==> src/rtl/instr_seq_pkg.sv <==
// Shared types and widths for the instruction sequencer.
package instr_seq_pkg;

    localparam int unsigned INSTR_W = 16;
    localparam int unsigned NVZ_W   = 3;

    typedef enum logic [2:0] {
        S_IDLE,
        S_RDY,
        S_LOAD,
        S_START,
        S_ACK,
        S_FIN,
        S_DONE,
        S_ERR
    } state_e;

    // States in which the sequencer accepts program writes and a new run.
    function automatic logic is_idle(input state_e s);
        return (s == S_IDLE) || (s == S_DONE) || (s == S_ERR);
    endfunction

endpackage

==> src/rtl/prog_buf.sv <==
// Program buffer: synchronous write, asynchronous read, contents survive reset.
module prog_buf
    import instr_seq_pkg::*;
#(
    parameter int unsigned DEPTH = 16,
    parameter int unsigned AW    = 4
) (
    input  logic               clk,
    input  logic               we,
    input  logic [AW-1:0]      waddr,
    input  logic [INSTR_W-1:0] wdata,
    input  logic [AW-1:0]      raddr,
    output logic [INSTR_W-1:0] rdata_c
);

    logic [INSTR_W-1:0] mem [DEPTH];

    always_ff @(posedge clk) begin
        if (we) begin
            mem[waddr] <= wdata;
        end
    end

    assign rdata_c = mem[raddr];

endmodule

==> src/rtl/instr_sequencer.sv <==
// Feeds buffered instructions into the CPU via load/s/w handshake, captures
// results, and reports a hung CPU through a per-state watchdog.
module instr_sequencer
    import instr_seq_pkg::*;
#(
    parameter int unsigned DEPTH   = 16,
    parameter int unsigned AW      = 4,
    parameter int unsigned TIMEOUT = 255
) (
    input  logic               clk,
    input  logic               reset,
    input  logic               prog_we,
    input  logic [AW-1:0]      prog_addr,
    input  logic [INSTR_W-1:0] prog_data,
    input  logic               run,
    input  logic [AW:0]        prog_len,
    output logic [INSTR_W-1:0] cpu_in,
    output logic               cpu_load,
    output logic               cpu_s,
    input  logic               cpu_w,
    input  logic [INSTR_W-1:0] cpu_out,
    input  logic [NVZ_W-1:0]   cpu_nvz,
    output logic               busy,
    output logic               done,
    output logic               err,
    output logic [AW-1:0]      pc,
    output logic [INSTR_W-1:0] last_out,
    output logic [NVZ_W-1:0]   last_nvz
);

    localparam int unsigned LW  = AW + 1;
    localparam int unsigned WDW = $clog2(TIMEOUT + 1);

    state_e             state;
    logic [LW-1:0]      len;
    logic [WDW-1:0]     wd;

    logic               idle_c;
    logic               waiting_c;
    logic               wd_exp_c;
    logic               last_c;
    logic [AW-1:0]      rd_addr_c;
    logic [INSTR_W-1:0] rd_word_c;

    // Status decode; FIN pre-reads the next word so LOAD presents it immediately.
    always_comb begin
        idle_c    = is_idle(state);
        waiting_c = ((state == S_RDY) && !cpu_w) ||
                    ((state == S_ACK) &&  cpu_w) ||
                    ((state == S_FIN) && !cpu_w);
        wd_exp_c  = (wd == WDW'(TIMEOUT - 1));
        last_c    = ({1'b0, pc} == (len - LW'(1)));
        rd_addr_c = (state == S_FIN) ? (pc + AW'(1)) : pc;
    end

    prog_buf #(
        .DEPTH (DEPTH),
        .AW    (AW)
    ) u_prog_buf (
        .clk     (clk),
        .we      (prog_we && idle_c),
        .waddr   (prog_addr),
        .wdata   (prog_data),
        .raddr   (rd_addr_c),
        .rdata_c (rd_word_c)
    );

    // Sequencer FSM; outputs are set on entry to the state they belong to.
    always_ff @(posedge clk) begin
        if (!reset) begin
            state    <= S_IDLE;
            len      <= '0;
            wd       <= '0;
            pc       <= '0;
            cpu_in   <= '0;
            cpu_load <= 1'b0;
            cpu_s    <= 1'b0;
            busy     <= 1'b0;
            done     <= 1'b0;
            err      <= 1'b0;
            last_out <= '0;
            last_nvz <= '0;
        end else begin
            done     <= 1'b0;
            cpu_load <= 1'b0;
            cpu_s    <= 1'b0;

            if (waiting_c) begin
                // Stuck waiting on the CPU: the TIMEOUT-th stalled cycle trips the watchdog.
                if (wd_exp_c) begin
                    state <= S_ERR;
                    err   <= 1'b1;
                    busy  <= 1'b0;
                    wd    <= '0;
                end else begin
                    wd <= wd + WDW'(1);
                end
            end else begin
                case (state)
                    S_IDLE, S_DONE, S_ERR: begin
                        if (run) begin
                            len <= prog_len;
                            pc  <= '0;
                            err <= 1'b0;
                            wd  <= '0;
                            if (prog_len == '0) begin
                                state <= S_DONE;
                                done  <= 1'b1;
                                busy  <= 1'b0;
                            end else begin
                                state <= S_RDY;
                                busy  <= 1'b1;
                            end
                        end
                    end
                    S_RDY: begin
                        state    <= S_LOAD;
                        cpu_in   <= rd_word_c;
                        cpu_load <= 1'b1;
                        wd       <= '0;
                    end
                    S_LOAD: begin
                        state <= S_START;
                        cpu_s <= 1'b1;
                    end
                    S_START: begin
                        state <= S_ACK;
                        wd    <= '0;
                    end
                    S_ACK: begin
                        state <= S_FIN;
                        wd    <= '0;
                    end
                    S_FIN: begin
                        last_out <= cpu_out;
                        last_nvz <= cpu_nvz;
                        wd       <= '0;
                        if (last_c) begin
                            state <= S_DONE;
                            done  <= 1'b1;
                            busy  <= 1'b0;
                        end else begin
                            state    <= S_LOAD;
                            pc       <= pc + AW'(1);
                            cpu_in   <= rd_word_c;
                            cpu_load <= 1'b1;
                        end
                    end
                    default: begin
                        state <= S_IDLE;
                        busy  <= 1'b0;
                    end
                endcase
            end
        end
    end

endmodule

==> config.mk <==
export PLATFORM = sky130hd
export DESIGN_NAME = instr_sequencer
export DESIGN_NICKNAME = d
export VERILOG_FILES = /design/src/rtl/instr_seq_pkg.sv /design/src/rtl/prog_buf.sv /design/src/rtl/instr_sequencer.sv
export SDC_FILE = /design/constraint.sdc
export NUM_CORES = 1
export LEC_CHECK = 0
export ABC_AREA = 0
export CORE_MARGIN = 5
export CORE_UTILIZATION = 55
export DETAILED_ROUTE_END_ITERATION = 16
export PLACE_DENSITY_LB_ADDON = 0.12
export SLEW_MARGIN = 25
export SYNTH_ARGS = -nofsm -noshare
export SYNTH_HDL_FRONTEND = slang
export SYNTH_SLANG_ARGS = --single-unit
==> constraint.sdc <==
create_clock -name clk -period 3.61 [get_ports clk]
set_clock_uncertainty 0.15 [all_clocks]
set_input_delay 0.722 -clock clk [delete_from_list [all_inputs] [get_ports clk]]
set_output_delay 0.722 -clock clk [all_outputs]
set_load 0.05 [all_outputs]
==> impl_metrics.ini, run 1 <==
[status]
outcome = finished, final reports clean

[layout]
final_util_pct = 66.7
area_growth_pct = 19.4
mostFrequentLayoutCell = edfxtp_1
mostFrequentLayoutCells = edfxtp_1, clkdlybuf4s50_1, nand2_1
stdcell_count = 1225
diodes = 0
fillers = 1534
drive_gt1_share_pct = 15.0
fin_nets = 969

[synthesis]
syn_avg_cell_area_sq_um = 15.9
synth_area_sq_mm = 0.0126
ys_seq_elements = 316
yosys.area.top_type_share_pct = 60.8
async_flop_share_pct = 0
synth_edf_count = 256
synth.area.top_cells = edfxtp_1, dfxtp_1, mux4_2
syn_nets = 848
synth_top_area_cell = edfxtp_1
yosys_warnings = 0
synthCells = 794
ys_types = 62
ys_seq_area_share_pct = 70.3
ys.flop_type = edfxtp_1

[worst_setup_path]
critPathRequiredTime_ns = 3.91
worst_path_largest_cell_delay_ns = 0.66
path_buf_inv = 2
crit_chain = nand3b_4 -> inv_4 -> ha_2 -> buf_4 -> mux4_2 -> a21oi_1 -> nand2_1 -> a32o_1
setup.worst_path.end_class = register
critical_path.top_delay_family = flip-flops
start_kind = register
path_class = reg2reg
cp_data_arrival_time_ns = 3.39
crit_slowest_cell = dfxtp_1
cp_max_fo = 19

[timing]
whs_ns = 0.320
post-route-period-util_pct = 85.4
tightest_slew_ns = 0.792
min_period_ns = 3.08
hold_viol = 0
slew_headroom_pct = 47.0
clock.fmax_mhz = 324
setup_tns_ns = 0
maxSlewViolCount = 0
report.final.setup_viol = 0
grt_setup_unrepaired = no

[global_route]
busiest_layer = met2
first_global_vias = 7518
use_met2_pct = 37.8
use_met3_pct = 3.06
grt_overflow = 0
grt_pass1_wl_um = 43600
antenna_found_initial = 0
grt_max_degree = 48
grtUsageMet1_pct = 29.2
grt_util_all_layers_pct = 21.8

[clocking]
htreeDepth = 1
clkSinkCount = 316
tritoncts = done
cts_buffers = 31
cts_resized = 0
postCtsHoldBufs = 0
clk_latency_ns = 0.57
clk_pin_slew_worst_paths_ns = 0.06
clockBufferDepth = 3
cts-root-buf = clkbuf_16
cts_setup_buffers = 0

[floorplan]
rows = 55
num_io_pins = 93
coreArea_sq_mm = 0.0226
die_h_um = 162
dieArea_sq_mm = 0.0261
dieWidth_um = 162
initial_core_util_pct = 55.8

[power]
p_int_uw = 6560
p_per_area_mw_per_mm2 = 583
seq_power_share_pct = 48.1
leakage_uw = 0.00504
clkPwrFrac_pct = 36.5
power_frac_comb_pct = 15.4
total_power_uw = 8810
power_switching_uw = 2250
switching_share_pct = 25.6
ir_drop_mv = 0.429

[place]
dp.cells = 1167
hpwl_um = 18400
numPortBuffers = 92
routabilityCongestion = 0.825

[detailed_routing]
wl_per_cell_um = 23.6
viasPerCell = 6.02
drtAntennaViolNets = 0
dr.pass1.iters = 5
drc = 0
drt_wl_total_um = 28900
num_vias = 7370
initialDrtViolationCount = 593

[min_path]
hold_class = reg2reg

[run]
cap_violations = 0
==> worst reg2reg max path: cells and delay by family (launching register included) <==
kind,cells,cell delay (ns)
multiplexers,1,0.55
adder cells (fa/ha/maj),1,0.47
buffers and inverters,2,0.41
flip-flops,1,0.66
AO/OA/AOI/OAI,2,0.40
AND/OR/NAND/NOR,2,0.34
==> cells in the mapped netlist (all sizes together), types with 3 or more instances <==
master  number
a211oi       4
a21boi      22
a21oi        6
a221o       13
a221oi      15
a32o        16
and2         5
and3         3
buf         26
clkbuf      16
dfxtp       60
edfxtp     256
ha           5
inv          9
mux2i       69
mux4        32
nand2       88
nand2b       4
nand3        7
nand3b       3
nand4        4
nor2        54
nor2b       10
nor3         9
o21ai       11
xnor2       12
xor2         6
==> final cells by class <==
class | instances | area [sq um] | area share, %
clock inverter | 14 | 193 | 1.28
multi-input combinational | 427 | 3530 | 23.4
timing repair buffer | 130 | 1260 | 8.32
inverter | 9 | 36.3 | 0.240
sequential | 316 | 8890 | 58.9
clock buffer | 44 | 835 | 5.53
tap | 285 | 357 | 2.36
==> worst paths after layout <==
check	start	to	slack, ns	cells past startpoint
setup / recovery	state[1]	cpu_in[0]	0.53	8
hold / removal	last_out[10]	last_out[10]	0.32	2
setup reg to reg	state[1]	cpu_in[0]	0.53	8
hold reg to reg	last_out[10]	last_out[10]	0.32	2
==> kinds of logic after synthesis <==
logic type      count (synthesis)  synth area share (%)
buf+inv                        51                  2.10
mux                           101                  11.3
compound gates                102                  7.08
simple gates                  201                  7.46
fa+ha+maj                       5                 0.495
flops                         316                  70.3
xor+xnor                       18                  1.31
==> state kept, by name, summed over array words and instances (netlist names) <==
name            flops
u_prog_buf.mem    256
cpu_load            1
state               3
done                1
last_nvz            3
cpu_s               1
len                 5
pc                  4
busy                1
err                 1
cpu_in             16
last_out           16
wd                  8
==> power by group through the flow <==
stage / clock network, uW / registers [uW] / logic, uW
4_1_cts: 3260 / 4230 / 1360
3_5_place_dp: 0 / 4310 / 1350
6_report: 3210 / 4240 / 1360
2_1_floorplan: 0 / 4400 / 790
3_3_place_gp: 0 / 4300 / 1300
5_1_grt: 3420 / 4250 / 1450
==> through the flow <==
stage / area, sq um / worst slack (ns)
6_report: 15100 / 0.527
5_1_grt: 15100 / 0.320
4_1_cts: 15100 / 0.541
3_5_place_dp: 14100 / 0.557
3_3_place_gp: 14100 / 0.585
2_1_floorplan: 12600 / 0.571
==> per-layer routing <==
layer	routed length (um)	vias up
li1	-	3311
met1	11900	3737
met2	14600	262
met3	1610	60
met4	767	0
met5	0	-
No activity file was read; power rests on OpenSTA's default activity.
==> run 2: changes to the inputs <==
--- a/config.mk
+++ b/config.mk
@@ -9,7 +9,7 @@
 export CORE_MARGIN = 5
 export CORE_UTILIZATION = 55
 export DETAILED_ROUTE_END_ITERATION = 16
-export PLACE_DENSITY_LB_ADDON = 0.12
+export PLACE_DENSITY = 0.85
 export SLEW_MARGIN = 25
 export SYNTH_ARGS = -nofsm -noshare
 export SYNTH_HDL_FRONTEND = slang
==> run 2 against run 1 <==
Register-to-register slack improved by 0.11 ns; sequential share of layout area fell by 0.068 points; first-iteration DRC count rose by 38%; routed wire length rose by 1.6%; total power rose by 0.80%; sequential cell count did not move; via count rose by 2.5%; worst setup slack improved by 0.11 ns; hold slack got worse by 0.0083 ns; clock power rose by 2%; critical path type unchanged.
==> impl_metrics.ini, run 2 (same netlist as run 1, synthesis figures left out) <==
[layout]
drive_gt1_share_pct = 15.4
fin_nets = 969
diodes = 0
reg_top3 = u_prog_buf.mem: 256 flops, cpu_in: 16 flops, last_out: 16 flops
largest_reg_flops = 256
mostFrequentLayoutCells = edfxtp_1, clkdlybuf4s50_1, nand2_1
regMostFlops = u_prog_buf.mem
mostFrequentLayoutCell = edfxtp_1
area_growth_pct = 19.5

[timing]
slew_headroom_pct = 57.0
grt_setup_unrepaired = no
post-route-period-util_pct = 82.4
hold_viol = 0
tightest_slew_ns = 0.643
finalWorstSetupSlack_ns = 0.636
maxSlewViolCount = 0
setup_tns_ns = 0
min_period_ns = 2.97
report.final.setup_viol = 0
clock.fmax_mhz = 336

[detailed_routing]
initialDrtViolationCount = 820
drt_wl_total_um = 29300
drtAntennaViolNets = 0
viasPerCell = 6.17
dr.pass1.iters = 5
num_vias = 7555
wl_per_cell_um = 24.0
drc = 0

[global_route]
grt_util_all_layers_pct = 22.3
first_global_vias = 7592
grt_max_degree = 42
grt_pass1_wl_um = 44200
antenna_found_initial = 0
grt_overflow = 0

[min_path]
hold_class = reg2reg
holdPathStages = 2

[clocking]
clk_pin_slew_worst_paths_ns = 0.06
cts-root-buf = clkbuf_16
tritoncts = done
cts_resized = 0
cts_buffers = 31
cts_setup_buffers = 0
htreeDepth = 1
clkSinkCount = 316
clk_latency_ns = 0.56
postCtsHoldBufs = 0
clockBufferDepth = 3

[floorplan]
dieWidth_um = 162
coreArea_sq_mm = 0.0226
rows = 55
initial_core_util_pct = 55.8
die_h_um = 162
num_io_pins = 93
dieArea_sq_mm = 0.0261

[worst_setup_path]
cp.depth = 8
worst_path_largest_cell_delay_ns = 0.50
setup.worst_path.end_class = register
critical_path.top_delay_family = multiplexers
critPathRequiredTime_ns = 3.89
cp_data_arrival_time_ns = 3.26
start_kind = register
crit_chain = ha_1 -> nand4b_4 -> xnor2_4 -> buf_12 -> mux4_2 -> mux2i_1 -> nor2_1 -> a221o_1
reg2regPathDepth = 8
crit_slowest_cell = xnor2_4
path_class = reg2reg
cp_max_fo = 25
path_buf_inv = 1

[power]
leakage_uw = 0.00506
p_per_area_mw_per_mm2 = 587
ir_drop_mv = 0.443

[run]
cap_violations = 0

[place]
routabilityCongestion = 0.785
numPortBuffers = 92
pre_cts_ws_ns = 0.691
hpwl_um = 17400

[status]
outcome = finished, final reports clean
==> run 2: changes by cell type in the layout (fill, tap and decap cells not counted) <==
cell,change
buf_12,-1
buf_4,+1
clkbuf_1,-5
clkbuf_8,+5
clkinv_4,-1
inv_16,-1
inv_6,+1
==> run 2: routing by layer <==
metal | share of wire, % | GRT usage [%] | up-vias
met5 | 0 | 0 | -
met4 | 3.3 | 7.61 | 0
met3 | 8.3 | 3.80 | 74
met2 | 51 | 39.5 | 401
met1 | 37 | 28.0 | 3776
li1 | - | - | 3304
==> run 2: power breakdown <==
part | switching, uW | internal (uW)
Combinational | 815 | 558
Sequential | 123 | 4100
Clock | 1300 | 1980
==> run 2: final cells by class <==
type,count,area (sq um)
Clock buffer,44,885
Clock inverter,13,173
Fill cell,1431,7530
Inverter,9,36.3
Multi-Input combinational cell,427,3530
Sequential cell,316,8890
Tap cell,285,357
Timing Repair Buffer,130,1240
==> run 2: path summary, 6_finish.rpt <==
check               from          end  slack, ns
max                pc[1]    cpu_in[2]       0.64
min          last_out[2]  last_out[2]       0.31
max reg2reg        pc[1]    cpu_in[2]       0.64
min reg2reg  last_out[2]  last_out[2]       0.31
==> run 2: worst min-delay path, cell delays in order (launching register included) <==
cell and delay, ns:
dfxtp_1 0.30, nand2_1 0.04, a21boi_0 0.06
==> run 2: through the flow <==
stage | total power, uW | hold WS (ns) | instance area (sq um) | utilization (%) | instances
6_report | 8880 | 0.311 | 15100 | 66.8 | 1224
5_1_grt | 9170 | 0.326 | 15100 | 66.8 | 1224
4_1_cts | 8900 | 0.313 | 15100 | 66.8 | 1224
3_5_place_dp | 5650 | 0.305 | 14100 | 62.1 | 1167
3_3_place_gp | 5600 | 0.298 | 14100 | 62.1 | 1167
2_1_floorplan | 5190 | 0.329 | 12600 | - | 794
==> run 3: changes to the inputs <==
--- a/config.mk
+++ b/config.mk
@@ -7,7 +7,7 @@
 export LEC_CHECK = 0
 export ABC_AREA = 0
 export CORE_MARGIN = 5
-export CORE_UTILIZATION = 55
+export CORE_UTILIZATION = 53
 export DETAILED_ROUTE_END_ITERATION = 16
 export PLACE_DENSITY = 0.85
 export SLEW_MARGIN = 25
==> constraint.sdc (replaced) <==
create_clock -name clk -period 2.7 [get_ports clk]
set_clock_uncertainty 0.15 [all_clocks]
set_input_delay 0.54 -clock clk [delete_from_list [all_inputs] [get_ports clk]]
set_output_delay 0.54 -clock clk [all_outputs]
set_load 0.05 [all_outputs]
==> run 3 against run 2 <==
First-iteration DRC count decreased by 20%; routed wire length increased by 4.3%; sequential cell count unchanged; critical path type unchanged; largest cell class unchanged; highest routed layer unchanged.
==> impl_metrics.ini, run 3 (same netlist as run 1, synthesis figures left out) <==
[clocking]
clk_latency_ns = 0.55
cts_buffers = 30
htreeDepth = 1
clk_pin_slew_worst_paths_ns = 0.06
cts-root-buf = clkbuf_16
clkSinkCount = 316
tritoncts = done
clockBufferDepth = 3
postCtsHoldBufs = 0

[worst_setup_path]
crit_path_start = pc[0]
r2r-start = pc[0]
cp_data_arrival_time_ns = 2.94
start_kind = register
setup.worst_path.end_class = register
cp_max_fo = 15
path_class = reg2reg
critPathRequiredTime_ns = 2.99

[global_route]
use_met2_pct = 39.6
grt_pass1_wl_um = 45700
use_met3_pct = 3.99
grtUsageMet1_pct = 27.5
antenna_found_initial = 0
busiest_layer = met2
grt_util_all_layers_pct = 22.4
grt_overflow = 0
first_global_vias = 7823
grt_max_degree = 37

[timing]
whs_ns = 0.313
report.final.setup_viol = 0
maxSlewViolCount = 0
hold_viol = 0
setup_tns_ns = 0
grt_setup_unrepaired = yes
min_period_ns = 2.64
post-route-period-util_pct = 97.8
clock.fmax_mhz = 379
tightest_slew_ns = 0.673
slew_headroom_pct = 55.0

[detailed_routing]
drc = 0
viasPerCell = 6.02
drt_wl_total_um = 30600
drtAntennaViolNets = 0
num_vias = 7778
wl_per_cell_um = 23.7
dr.pass1.iters = 5
initialDrtViolationCount = 652

[layout]
largest_reg_flops = 256
area_growth_pct = 22.7
diodes = 0
fin_nets = 1004
mostFrequentLayoutCell = edfxtp_1
regMostFlops = u_prog_buf.mem
stdcell_count = 1293
mostFrequentLayoutCells = edfxtp_1, clkdlybuf4s50_1, nand2_1
drive_gt1_share_pct = 19.2
design_area_sq_mm = 0.0155
reg_top3 = u_prog_buf.mem: 256 flops, cpu_in: 16 flops, last_out: 16 flops

[place]
hpwl_um = 18900
routabilityCongestion = 0.812
dp.cells = 1231
numPortBuffers = 92
placed_cell_area_sq_mm = 0.0144

[min_path]
min_from = last_nvz[2]
hold_class = reg2reg

[floorplan]
die_h_um = 164
dieArea_sq_mm = 0.0270
num_io_pins = 93
rows = 56
coreArea_sq_mm = 0.0235
initial_core_util_pct = 53.9
dieWidth_um = 164

[power]
leakage_uw = 0.00528
ir_drop_mv = 0.636
total_power_uw = 11900
p_per_area_mw_per_mm2 = 769

[run]
cap_violations = 0

[status]
outcome = finished, final reports clean
==> run 3: changes by cell type in the layout (fill, tap and decap cells not counted), sizes merged <==
cell / delta
buf: +36
clkinv: +1
clkbuf: -1
bufinv: -1
==> run 3: worst max-delay path, stage by stage, from the launching register on <==
cell	delay, ns
dfxtp_2	0.39
ha_2	0.24
nand4b_4	0.20
xnor2_4	0.20
buf_12	0.18
buf_4	0.12
mux4_2	0.49
mux2i_1	0.19
nand2_1	0.11
a32o_1	0.25
==> run 3: where the power goes <==
part | switching, uW | total [uW] | internal (uW)
registers | 119 | 5590 | 5480
clock network | 1780 | 4340 | 2560
logic | 1160 | 2010 | 851
==> run 3: path summary, 6_finish.rpt <==
path | end | slack, ns | depth (start not counted)
hold reg to reg | last_nvz[2] | 0.31 | 2
setup / recovery | cpu_in[0] | 0.06 | 9
setup reg to reg | cpu_in[0] | 0.06 | 9
hold / removal | last_nvz[2] | 0.31 | 2
==> run 3: per-stage QoR <==
stage               worst slack (ns)  util (%)
global route                 -0.0149      66.1
global placement               0.191      61.5
floorplan                     0.0875         -
detailed placement            0.0595      61.5
finish                        0.0583      66.1
CTS                           0.0406      65.9
==> run 3: what timing repair did <==
item,CTS,global route
gates resized for setup,0,3
setup buffers,0,6
setup endpoints to repair,0,4
==> run 3: per-layer routing <==
| layer | share of wire, % | wire [um] | up-vias |
|---|---|---|---|
| li1 | - | - | 3386 |
| met4 | 3.7 | 1130 | 0 |
| met3 | 7.4 | 2280 | 76 |
| met2 | 52 | 16000 | 413 |
| met1 | 36 | 11100 | 3903 |
| met5 | 0 | 0 | - |
==> run 3: cell type report <==
cell class / count / area, sq um
clock buffers: 43 / 883
clock inverters: 13 / 144
fillers: 1499 / 7950
inverters: 9 / 36.3
multi-input cells: 427 / 3540
flip-flops and latches: 316 / 8890
well taps: 319 / 399
repair buffers: 166 / 1630
